## config.mk

```make
export PLATFORM = sky130hd
export DESIGN_NAME = clic_dispatch
export DESIGN_NICKNAME = d
export VERILOG_FILES = /design/src/rtl/clic_dispatch.sv
export SDC_FILE = /design/constraint.sdc
export NUM_CORES = 1
export LEC_CHECK = 0
export ABC_AREA = 1
export CORE_ASPECT_RATIO = 1.75
export CORE_MARGIN = 2
export CORE_UTILIZATION = 52
export DETAILED_ROUTE_END_ITERATION = 8
export PLACE_DENSITY = 0.78
export SKIP_LAST_GASP = 1
export SLEW_MARGIN = 40
export SYNTH_ARGS = -nofsm -noshare
export SYNTH_HDL_FRONTEND = slang
export SYNTH_SLANG_ARGS = --single-unit
export TNS_END_PERCENT = 1
```

## constraint.sdc

```tcl
create_clock -name clk_i -period 2.3 [get_ports clk_i]
set_clock_uncertainty 0.15 [all_clocks]
set_input_delay 0.46 -clock clk_i [delete_from_list [all_inputs] [get_ports clk_i]]
set_output_delay 0.46 -clock clk_i [all_outputs]
set_load 0.005 [all_outputs]
```

## src/rtl/clic_dispatch.sv

```systemverilog
// CLIC dispatch stage: turns the arbiter winner into a core request, clears its
// pending bit after the handshake and tracks preempted priority levels on a stack.
module clic_dispatch #(
    parameter  int NUM_ENTRIES = 4,
    parameter  int PRIO_WIDTH  = 2,
    parameter  int STACK_DEPTH = 4,
    localparam int IDX_W       = $clog2(NUM_ENTRIES),
    localparam int DEP_W       = $clog2(STACK_DEPTH + 1)
) (
    input  logic                  clk_i,
    input  logic                  reset_i,
    input  logic                  arb_valid_i,
    input  logic [IDX_W-1:0]      arb_index_i,
    input  logic [PRIO_WIDTH-1:0] arb_prio_i,
    output logic                  irq_valid_o,
    input  logic                  irq_ready_i,
    output logic [IDX_W-1:0]      irq_index_o,
    output logic [PRIO_WIDTH-1:0] irq_prio_o,
    input  logic                  mret_i,
    output logic                  clr_valid_o,
    output logic [IDX_W-1:0]      clr_index_o,
    output logic [PRIO_WIDTH-1:0] cur_prio_o,
    output logic [DEP_W-1:0]      depth_o,
    output logic                  underflow_err_o
);

    typedef enum logic [1:0] {IDLE, REQ, SETTLE} state_t;

    typedef struct packed {
        logic [IDX_W-1:0]      idx;
        logic [PRIO_WIDTH-1:0] prio;
    } req_t;

    localparam logic [DEP_W-1:0] FULL = DEP_W'(STACK_DEPTH);

    state_t                state_q;
    req_t                  req_q;
    logic                  irq_valid_q;
    logic                  clr_valid_q;
    logic [IDX_W-1:0]      clr_index_q;
    logic [PRIO_WIDTH-1:0] cur_prio_q, cur_prio_d;
    logic [DEP_W-1:0]      depth_q, depth_d;
    logic                  underflow_q;
    logic [PRIO_WIDTH-1:0] stack_q [STACK_DEPTH];

    logic                  qualify;
    logic                  hs;
    logic                  pop_ok;
    logic [PRIO_WIDTH-1:0] stack_top;
    logic [DEP_W-1:0]      dep_pop;
    logic [PRIO_WIDTH-1:0] prio_pop;

    assign qualify = arb_valid_i && (arb_prio_i > cur_prio_q) && (depth_q < FULL);
    assign hs      = (state_q == REQ) && irq_valid_q && irq_ready_i;
    assign pop_ok  = mret_i && (depth_q != '0);

    // A same-edge mret pops before the handshake pushes, so the push lands on
    // the popped slot with the popped level and depth nets out unchanged.
    always_comb begin
        stack_top = '0;
        for (int i = 0; i < STACK_DEPTH; i++) begin
            if (depth_q == DEP_W'(i + 1)) stack_top = stack_q[i];
        end
        dep_pop    = pop_ok ? depth_q - 1'b1 : depth_q;
        prio_pop   = pop_ok ? stack_top : cur_prio_q;
        depth_d    = hs ? dep_pop + 1'b1 : dep_pop;
        cur_prio_d = hs ? req_q.prio : prio_pop;
    end

    always_ff @(posedge clk_i) begin
        if (reset_i) begin
            for (int i = 0; i < STACK_DEPTH; i++) stack_q[i] <= '0;
        end else if (hs) begin
            for (int i = 0; i < STACK_DEPTH; i++) begin
                if (dep_pop == DEP_W'(i)) stack_q[i] <= prio_pop;
            end
        end
    end

    always_ff @(posedge clk_i) begin
        if (reset_i) begin
            state_q     <= IDLE;
            req_q       <= '0;
            irq_valid_q <= 1'b0;
            clr_valid_q <= 1'b0;
            clr_index_q <= '0;
            cur_prio_q  <= '0;
            depth_q     <= '0;
            underflow_q <= 1'b0;
        end else begin
            clr_valid_q <= hs;
            cur_prio_q  <= cur_prio_d;
            depth_q     <= depth_d;
            if (mret_i && !pop_ok) underflow_q <= 1'b1;
            case (state_q)
                IDLE: begin
                    if (qualify) begin
                        state_q     <= REQ;
                        irq_valid_q <= 1'b1;
                        req_q       <= '{idx: arb_index_i, prio: arb_prio_i};
                    end
                end
                REQ: begin
                    // Request stays latched until accepted; later winners wait.
                    if (hs) begin
                        state_q     <= SETTLE;
                        irq_valid_q <= 1'b0;
                        clr_index_q <= req_q.idx;
                    end
                end
                SETTLE:  state_q <= IDLE;
                default: state_q <= IDLE;
            endcase
        end
    end

    assign irq_valid_o     = irq_valid_q;
    assign irq_index_o     = req_q.idx;
    assign irq_prio_o      = req_q.prio;
    assign clr_valid_o     = clr_valid_q;
    assign clr_index_o     = clr_index_q;
    assign cur_prio_o      = cur_prio_q;
    assign depth_o         = depth_q;
    assign underflow_err_o = underflow_q;

endmodule

```

==> results.yml, run 1 <==
outcome:
  outcome: "finished, final reports clean"
power:
  p_clk_frac: 0.201
  intPower_mw: 1.13
  vdd_drop_max_v: 0.000809
  power_per_cell_area_nw_per_um2: 1100
  p_leak_nw: 0.753
  swShare: 0.389
  switchingPower_mw: 0.721
  seq_power_share: 0.300
  p_comb_frac: 0.499
cells_and_area:
  fin_nets: 210
  finalInstanceArea_um2: 1680
  final_cell_mix: "37 x nand2_1, 22 x clkdlybuf4s50_1, 18 x inv_1, 18 x nor2_1, 16 x dfxtp_1"
  antenna_cells: 0
  layout_commonest_cell: "nand2_1"
  fillers: 201
  layout-drive-gt1-share: 0.122
  area_growth_pct: 26.7
  multi_input_area_um2: 681
  register_area_um2: 561
clock_tree:
  post_cts_buffers: 0
  cts_tree: "yes"
  cts.clk_slew.worst_paths_ns: 0.09
  cts_resized: 0
  clock_sinks: 24
  clockRootBuffer: "clkbuf_8"
  cts.htree.levels: 1
  cts-hold-fix-buffers: 0
  clk_latency_ns: 0.27
  cts_buffers: 3
  clock_path_buffers: 2
global_routing:
  antenna_found_initial: 0
  grt_pass1_wl_um: 4970
  grt_pass1_vias: 1150
  grt-ovfl-total: 0
  track_usage: 0.217
  grt_start_max_net_pins: 15
worst_setup_path:
  reg2reg_to: "stack_q[3][0]$_SDFFCE_PN0P_"
  crit_slowest_cell: "dfxtp_1"
  cp_num_buf_inv: 2
  worst_setup_path_end_kind: "register"
  worstPathCellList: "inv_1 -> ha_1 -> nand2_2 -> nand2_4 -> o21ai_2 -> inv_1 -> ha_1 -> ha_1 -> nand2_1 -> a21oi_1"
  path_common_cell: "ha_1"
  reg2reg_slack_ns: 0.16
  worstPathRequired_ns: 2.18
  critPathKind: "reg2reg"
  crit_family: "adder cells"
  crit_path_max_incr_delay_ns: 0.41
  crit_path_start_kind: "register"
  cp.arrival_ns: 2.02
  critPathMaxFanout: 6
  ff2ff_path_depth: 10
  regToRegStartpoint: "depth_o[1]$_SDFF_PP0_"
hold_path:
  min_to: "underflow_err_o$_SDFFE_PP0P_"
  hold_class: "reg2reg"
  min_path_cells: 2
  min_from: "underflow_err_o$_SDFFE_PP0P_"
sta:
  worst_slew_pin_slew_ns: 0.406
  hold_slack_ns: 0.308
  max_freq_mhz: 467
  maxSlewViolCount: 0
  period_share: 0.931
  fin_crit_ns: 2.14
  hold_viol_final: 0
  rsz0062_at_grt: "no"
  final-setup-viol-count: 0
  maxSlewHeadroom: 0.729
floorplanning:
  dieHeight_um: 70.8
  die-area_um2: 2990
  rows: 24
  io_pins: 23
  start_util: 0.539
  dieWidth_um: 42.2
  core-area_um2: 2460
route:
  wl_um: 2940
  firstDrtPassIters: 4
  vias_per_cell: 5.27
  post_drt_wl_per_cell_um: 13.7
  dr_total_vias: 1128
  postRouteAntennaNets: 0
  drtIter0Drc: 38
  drc: 0
synthesis:
  synth_seq_cells: 24
  seq_area_frac_synth: 0.423
  synth_cell_types: 26
  syn-num-nets: 179
  netlist_instances: 158
  syn_avg_cell_area_um2: 8.39
  syn_area_um2: 1330
  yosysWarnings: 0
placement:
  post-dp-hpwl_um: 2310
  gp_routability_congestion: 0.853
  placed_area_um2: 1610
  io_buffers: 22
job:
  maxCapViolations: 0
-- state kept, by name, indices dropped and copies added, names as in the netlist --
name	cells
underflow_err_o	1
stack_q	8
irq_index_o	2
cur_prio_o	2
clr_index_o	2
irq_prio_o	2
state_q	2
clr_valid_o	1
irq_valid_o	1
depth_o	3
-- worst min-delay path: cells and delay by family (launching register included) --
family	cells	cell delay [ns]
DFF	1	0.32
buffers and inverters	1	0.05
AOI/OAI and AO/OA	1	0.05
-- per-layer routing --
layer / vias to the layer above / wire length [um] / GRT usage
li1: 567 / - / -
met1: 517 / 1030 / 0.217
met2: 33 / 1680 / 0.410
met3: 11 / 105 / 0.0332
met4: 0 / 121 / 0.115
met5: - / 0 / 0
-- synthesized netlist by cell type --
cell,count,area share
o21ai_0,6,0.023
ha_1,12,0.11
o21ai_2,1,0.0066
nand3_4,1,0.013
dfxtp_1,16,0.24
nand3_2,1,0.0075
nor2_4,1,0.0085
nor2_8,1,0.015
inv_2,2,0.0057
inv_1,18,0.051
o21ai_1,1,0.0038
o21ai_4,1,0.012
nand2_4,1,0.0085
clkinv_1,1,0.0028
a22o_1,1,0.0066
nand3_1,11,0.042
edfxtp_1,8,0.18
o21bai_1,1,0.0057
xor2_4,1,0.021
nor2_1,18,0.051
o22ai_1,2,0.0094
a21oi_1,11,0.042
nand2_1,37,0.10
inv_4,1,0.0047
nand2_2,3,0.014
a21oi_2,1,0.0066
-- final cells by class --
class                   count  area share
clock buffers               3      0.0246
repair buffers             26       0.149
flip-flops and latches     24       0.334
clock inverters             1      0.0179
inverters                  22      0.0506
well taps                  26      0.0194
multi-input cells         112       0.405
-- worst max path at each step --
stage | startpoint | end | slack, ns | cells after the start
3_3_place_gp | mret_i | stack_q[3][0]$_SDFFCE_PN0P_ | 0.06 | 8
2_1_floorplan | depth_o[0]$_SDFF_PP0_ | stack_q[3][0]$_SDFFCE_PN0P_ | 0.13 | 10
3_5_place_dp | mret_i | stack_q[3][1]$_SDFFCE_PN0P_ | -0.04 | 8
5_1_grt | depth_o[1]$_SDFF_PP0_ | stack_q[3][0]$_SDFFCE_PN0P_ | 0.10 | 10
4_1_cts | depth_o[1]$_SDFF_PP0_ | stack_q[3][0]$_SDFFCE_PN0P_ | 0.18 | 10
6_report | depth_o[1]$_SDFF_PP0_ | stack_q[3][0]$_SDFFCE_PN0P_ | 0.16 | 10
-- power groups by stage --
stage / Sequential (mW) / Clock (mW) / Combinational [mW]
floorplan: 0.579 / 0 / 0.548
global placement: 0.560 / 0 / 0.877
detailed placement: 0.565 / 0 / 0.906
CTS: 0.557 / 0.369 / 0.932
global route: 0.567 / 0.391 / 1.04
finish: 0.556 / 0.372 / 0.926
-- kinds of logic (layout without fill, tap and decap cells) --
| kind of cell | Yosys count | count (layout) | share of synthesized area |
|---|---|---|---|
| flip-flops | 24 | 24 | 0.423 |
| AND/OR/NAND/NOR | 74 | 74 | 0.264 |
| adder cells (fa/ha/maj) | 12 | 12 | 0.113 |
| XOR/XNOR | 1 | 1 | 0.0208 |
| AO/OA/AOI/OAI | 25 | 25 | 0.115 |
| buffers and inverters | 22 | 52 | 0.0641 |
-- stage by stage --
step / cells / setup slack [ns] / TNS (ns) / total power [mW] / util
floorplan: 158 / 0.126 / 0 / 1.13 / -
finish: 214 / 0.159 / 0 / 1.86 / 0.682
global placement: 210 / 0.0563 / 0 / 1.44 / 0.653
CTS: 214 / 0.180 / 0 / 1.86 / 0.682
global route: 214 / 0.101 / 0 / 2.00 / 0.682
detailed placement: 210 / -0.0358 / -0.124 / 1.47 / 0.653
No activity file was read; power rests on OpenSTA's default activity.
==> run 2: changes to the inputs <==
--- a/config.mk
+++ b/config.mk
@@ -9,6 +9,7 @@
 export CORE_ASPECT_RATIO = 1.75
 export CORE_MARGIN = 2
 export CORE_UTILIZATION = 52
+export CTS_BUF_LIST = sky130_fd_sc_hd__clkbuf_16
 export DETAILED_ROUTE_END_ITERATION = 8
 export PLACE_DENSITY = 0.78
 export SKIP_LAST_GASP = 1
==> results.yml, run 2 (same netlist as run 1, synthesis figures left out) <==
outcome:
  outcome: "finished, final reports clean"
route:
  drtIter0Drc: 24
  dr_total_vias: 1139
  wl_um: 3060
  firstDrtPassIters: 5
  drc: 0
  vias_per_cell: 5.32
  post_drt_wl_per_cell_um: 14.3
  postRouteAntennaNets: 0
worst_setup_path:
  worstPathCellList: "inv_1 -> ha_1 -> nand2_2 -> nand2_4 -> o21ai_2 -> inv_1 -> ha_1 -> ha_1 -> nand2_1 -> a21oi_1"
  endpoint: "stack_q[3][1]$_SDFFCE_PN0P_"
  cp.arrival_ns: 2.05
  reg2reg_to: "stack_q[3][1]$_SDFFCE_PN0P_"
  ff2ff_path_depth: 10
  reg2reg_slack_ns: 0.11
  worst_setup_path_end_kind: "register"
  critPathKind: "reg2reg"
  regToRegStartpoint: "depth_o[1]$_SDFF_PP0_"
  crit_family: "adder cells"
  crit_slowest_cell: "dfxtp_1"
  critPathLaunch: "depth_o[1]$_SDFF_PP0_"
  path_common_cell: "ha_1"
  crit_path_start_kind: "register"
  cp_num_buf_inv: 2
  crit_path_max_incr_delay_ns: 0.40
  crit_cells: 10
  critPathMaxFanout: 6
  worstPathRequired_ns: 2.15
placement:
  placed_area_um2: 1610
  io_buffers: 22
  gp_routability_congestion: 0.853
  post-dp-hpwl_um: 2310
  dp.cells: 210
cells_and_area:
  largest_reg_flops: 8
  layout-drive-gt1-share: 0.122
  final_cell_mix: "37 x nand2_1, 22 x clkdlybuf4s50_1, 18 x inv_1, 18 x nor2_1, 16 x dfxtp_1"
  antenna_cells: 0
  finalInstanceArea_um2: 1710
  area_growth_pct: 29.2
  register_area_um2: 561
  multi_input_area_um2: 681
  fin_util: 0.696
  regMostFlops: "stack_q"
  fin_nets: 210
  fillers: 197
  layout_commonest_cell: "nand2_1"
  final_cell_count_no_fill: 214
hold_path:
  hold_class: "reg2reg"
global_routing:
  grt_start_max_net_pins: 15
  track_usage: 0.235
  grt_pass1_vias: 1238
  antenna_found_initial: 0
  grt_pass1_wl_um: 5260
  grt-ovfl-total: 0
sta:
  worst_slew_pin_slew_ns: 0.407
  final-setup-viol-count: 0
  hold_viol_final: 0
  fin_crit_ns: 2.19
  maxSlewHeadroom: 0.728
  max_freq_mhz: 456
  maxSlewViolCount: 0
  period_share: 0.954
  tns_ns: 0
  rsz0062_at_grt: "no"
job:
  maxCapViolations: 0
power:
  seq_power_share: 0.280
  power_per_cell_area_nw_per_um2: 1160
  switchingPower_mw: 0.743
  intPower_mw: 1.25
  p_leak_nw: 0.769
  p_clk_frac: 0.249
  vdd_drop_max_v: 0.00103
  swShare: 0.374
  p_comb_frac: 0.471
floorplanning:
  dieWidth_um: 42.2
  start_util: 0.539
  dieHeight_um: 70.8
  core-area_um2: 2460
  die-area_um2: 2990
  io_pins: 23
  rows: 24
clock_tree:
  cts.htree.levels: 1
  clock_path_buffers: 2
  cts_buffers: 3
  post_cts_buffers: 0
  cts_tree: "yes"
  cts.clk_slew.worst_paths_ns: 0.06
  cts_resized: 0
  clockRootBuffer: "clkbuf_16"
  cts-hold-fix-buffers: 0
  clock_sinks: 24
  clk_latency_ns: 0.26
run 2: worst min-delay path by stage:
stage	startpoint	endpoint	slack (ns)	depth (start not counted)
floorplan	underflow_err_o$_SDFFE_PP0P_	underflow_err_o$_SDFFE_PP0P_	0.29	2
global placement	underflow_err_o$_SDFFE_PP0P_	underflow_err_o$_SDFFE_PP0P_	0.29	2
detailed placement	underflow_err_o$_SDFFE_PP0P_	underflow_err_o$_SDFFE_PP0P_	0.30	2
CTS	underflow_err_o$_SDFFE_PP0P_	underflow_err_o$_SDFFE_PP0P_	0.31	2
global route	underflow_err_o$_SDFFE_PP0P_	underflow_err_o$_SDFFE_PP0P_	0.33	2
finish	underflow_err_o$_SDFFE_PP0P_	underflow_err_o$_SDFFE_PP0P_	0.30	2
run 2: through the flow:
step / worst slack (ns) / power [mW] / hold WS, ns
2_1_floorplan: 0.126 / 1.13 / 0.291
3_3_place_gp: 0.0563 / 1.44 / 0.290
3_5_place_dp: -0.0358 / 1.47 / 0.301
4_1_cts: 0.115 / 1.99 / 0.307
5_1_grt: 0.0435 / 2.14 / 0.326
6_report: 0.107 / 1.99 / 0.304
run 2: power by group through the flow:
stage / sequential, mW / clock (mW) / combinational [mW]
floorplan: 0.579 / 0 / 0.548
detailed placement: 0.565 / 0 / 0.906
finish: 0.556 / 0.496 / 0.937
global route: 0.566 / 0.522 / 1.05
global placement: 0.560 / 0 / 0.877
CTS: 0.557 / 0.495 / 0.943
run 2: cell type report:
| cell class | instances | area share |
|---|---|---|
| Clock buffer | 3 | 0.0438 |
| Inverter | 22 | 0.0496 |
| Timing Repair Buffer | 26 | 0.146 |
| Clock inverter | 1 | 0.0175 |
| Multi-Input combinational cell | 112 | 0.397 |
| Tap cell | 26 | 0.0190 |
| Sequential cell | 24 | 0.327 |
run 2: routing by layer:
metal	up-vias	part of all wire	GRT usage
li1	571	-	-
met1	517	0.34	0.225
met2	37	0.58	0.429
met3	14	0.034	0.0485
met4	0	0.048	0.160
met5	-	0	0
run 2: tightest hold or removal path, cell delays in order (launching register included):
cell	delay [ns]
dfxtp_1	0.31
inv_1	0.05
a21oi_1	0.05
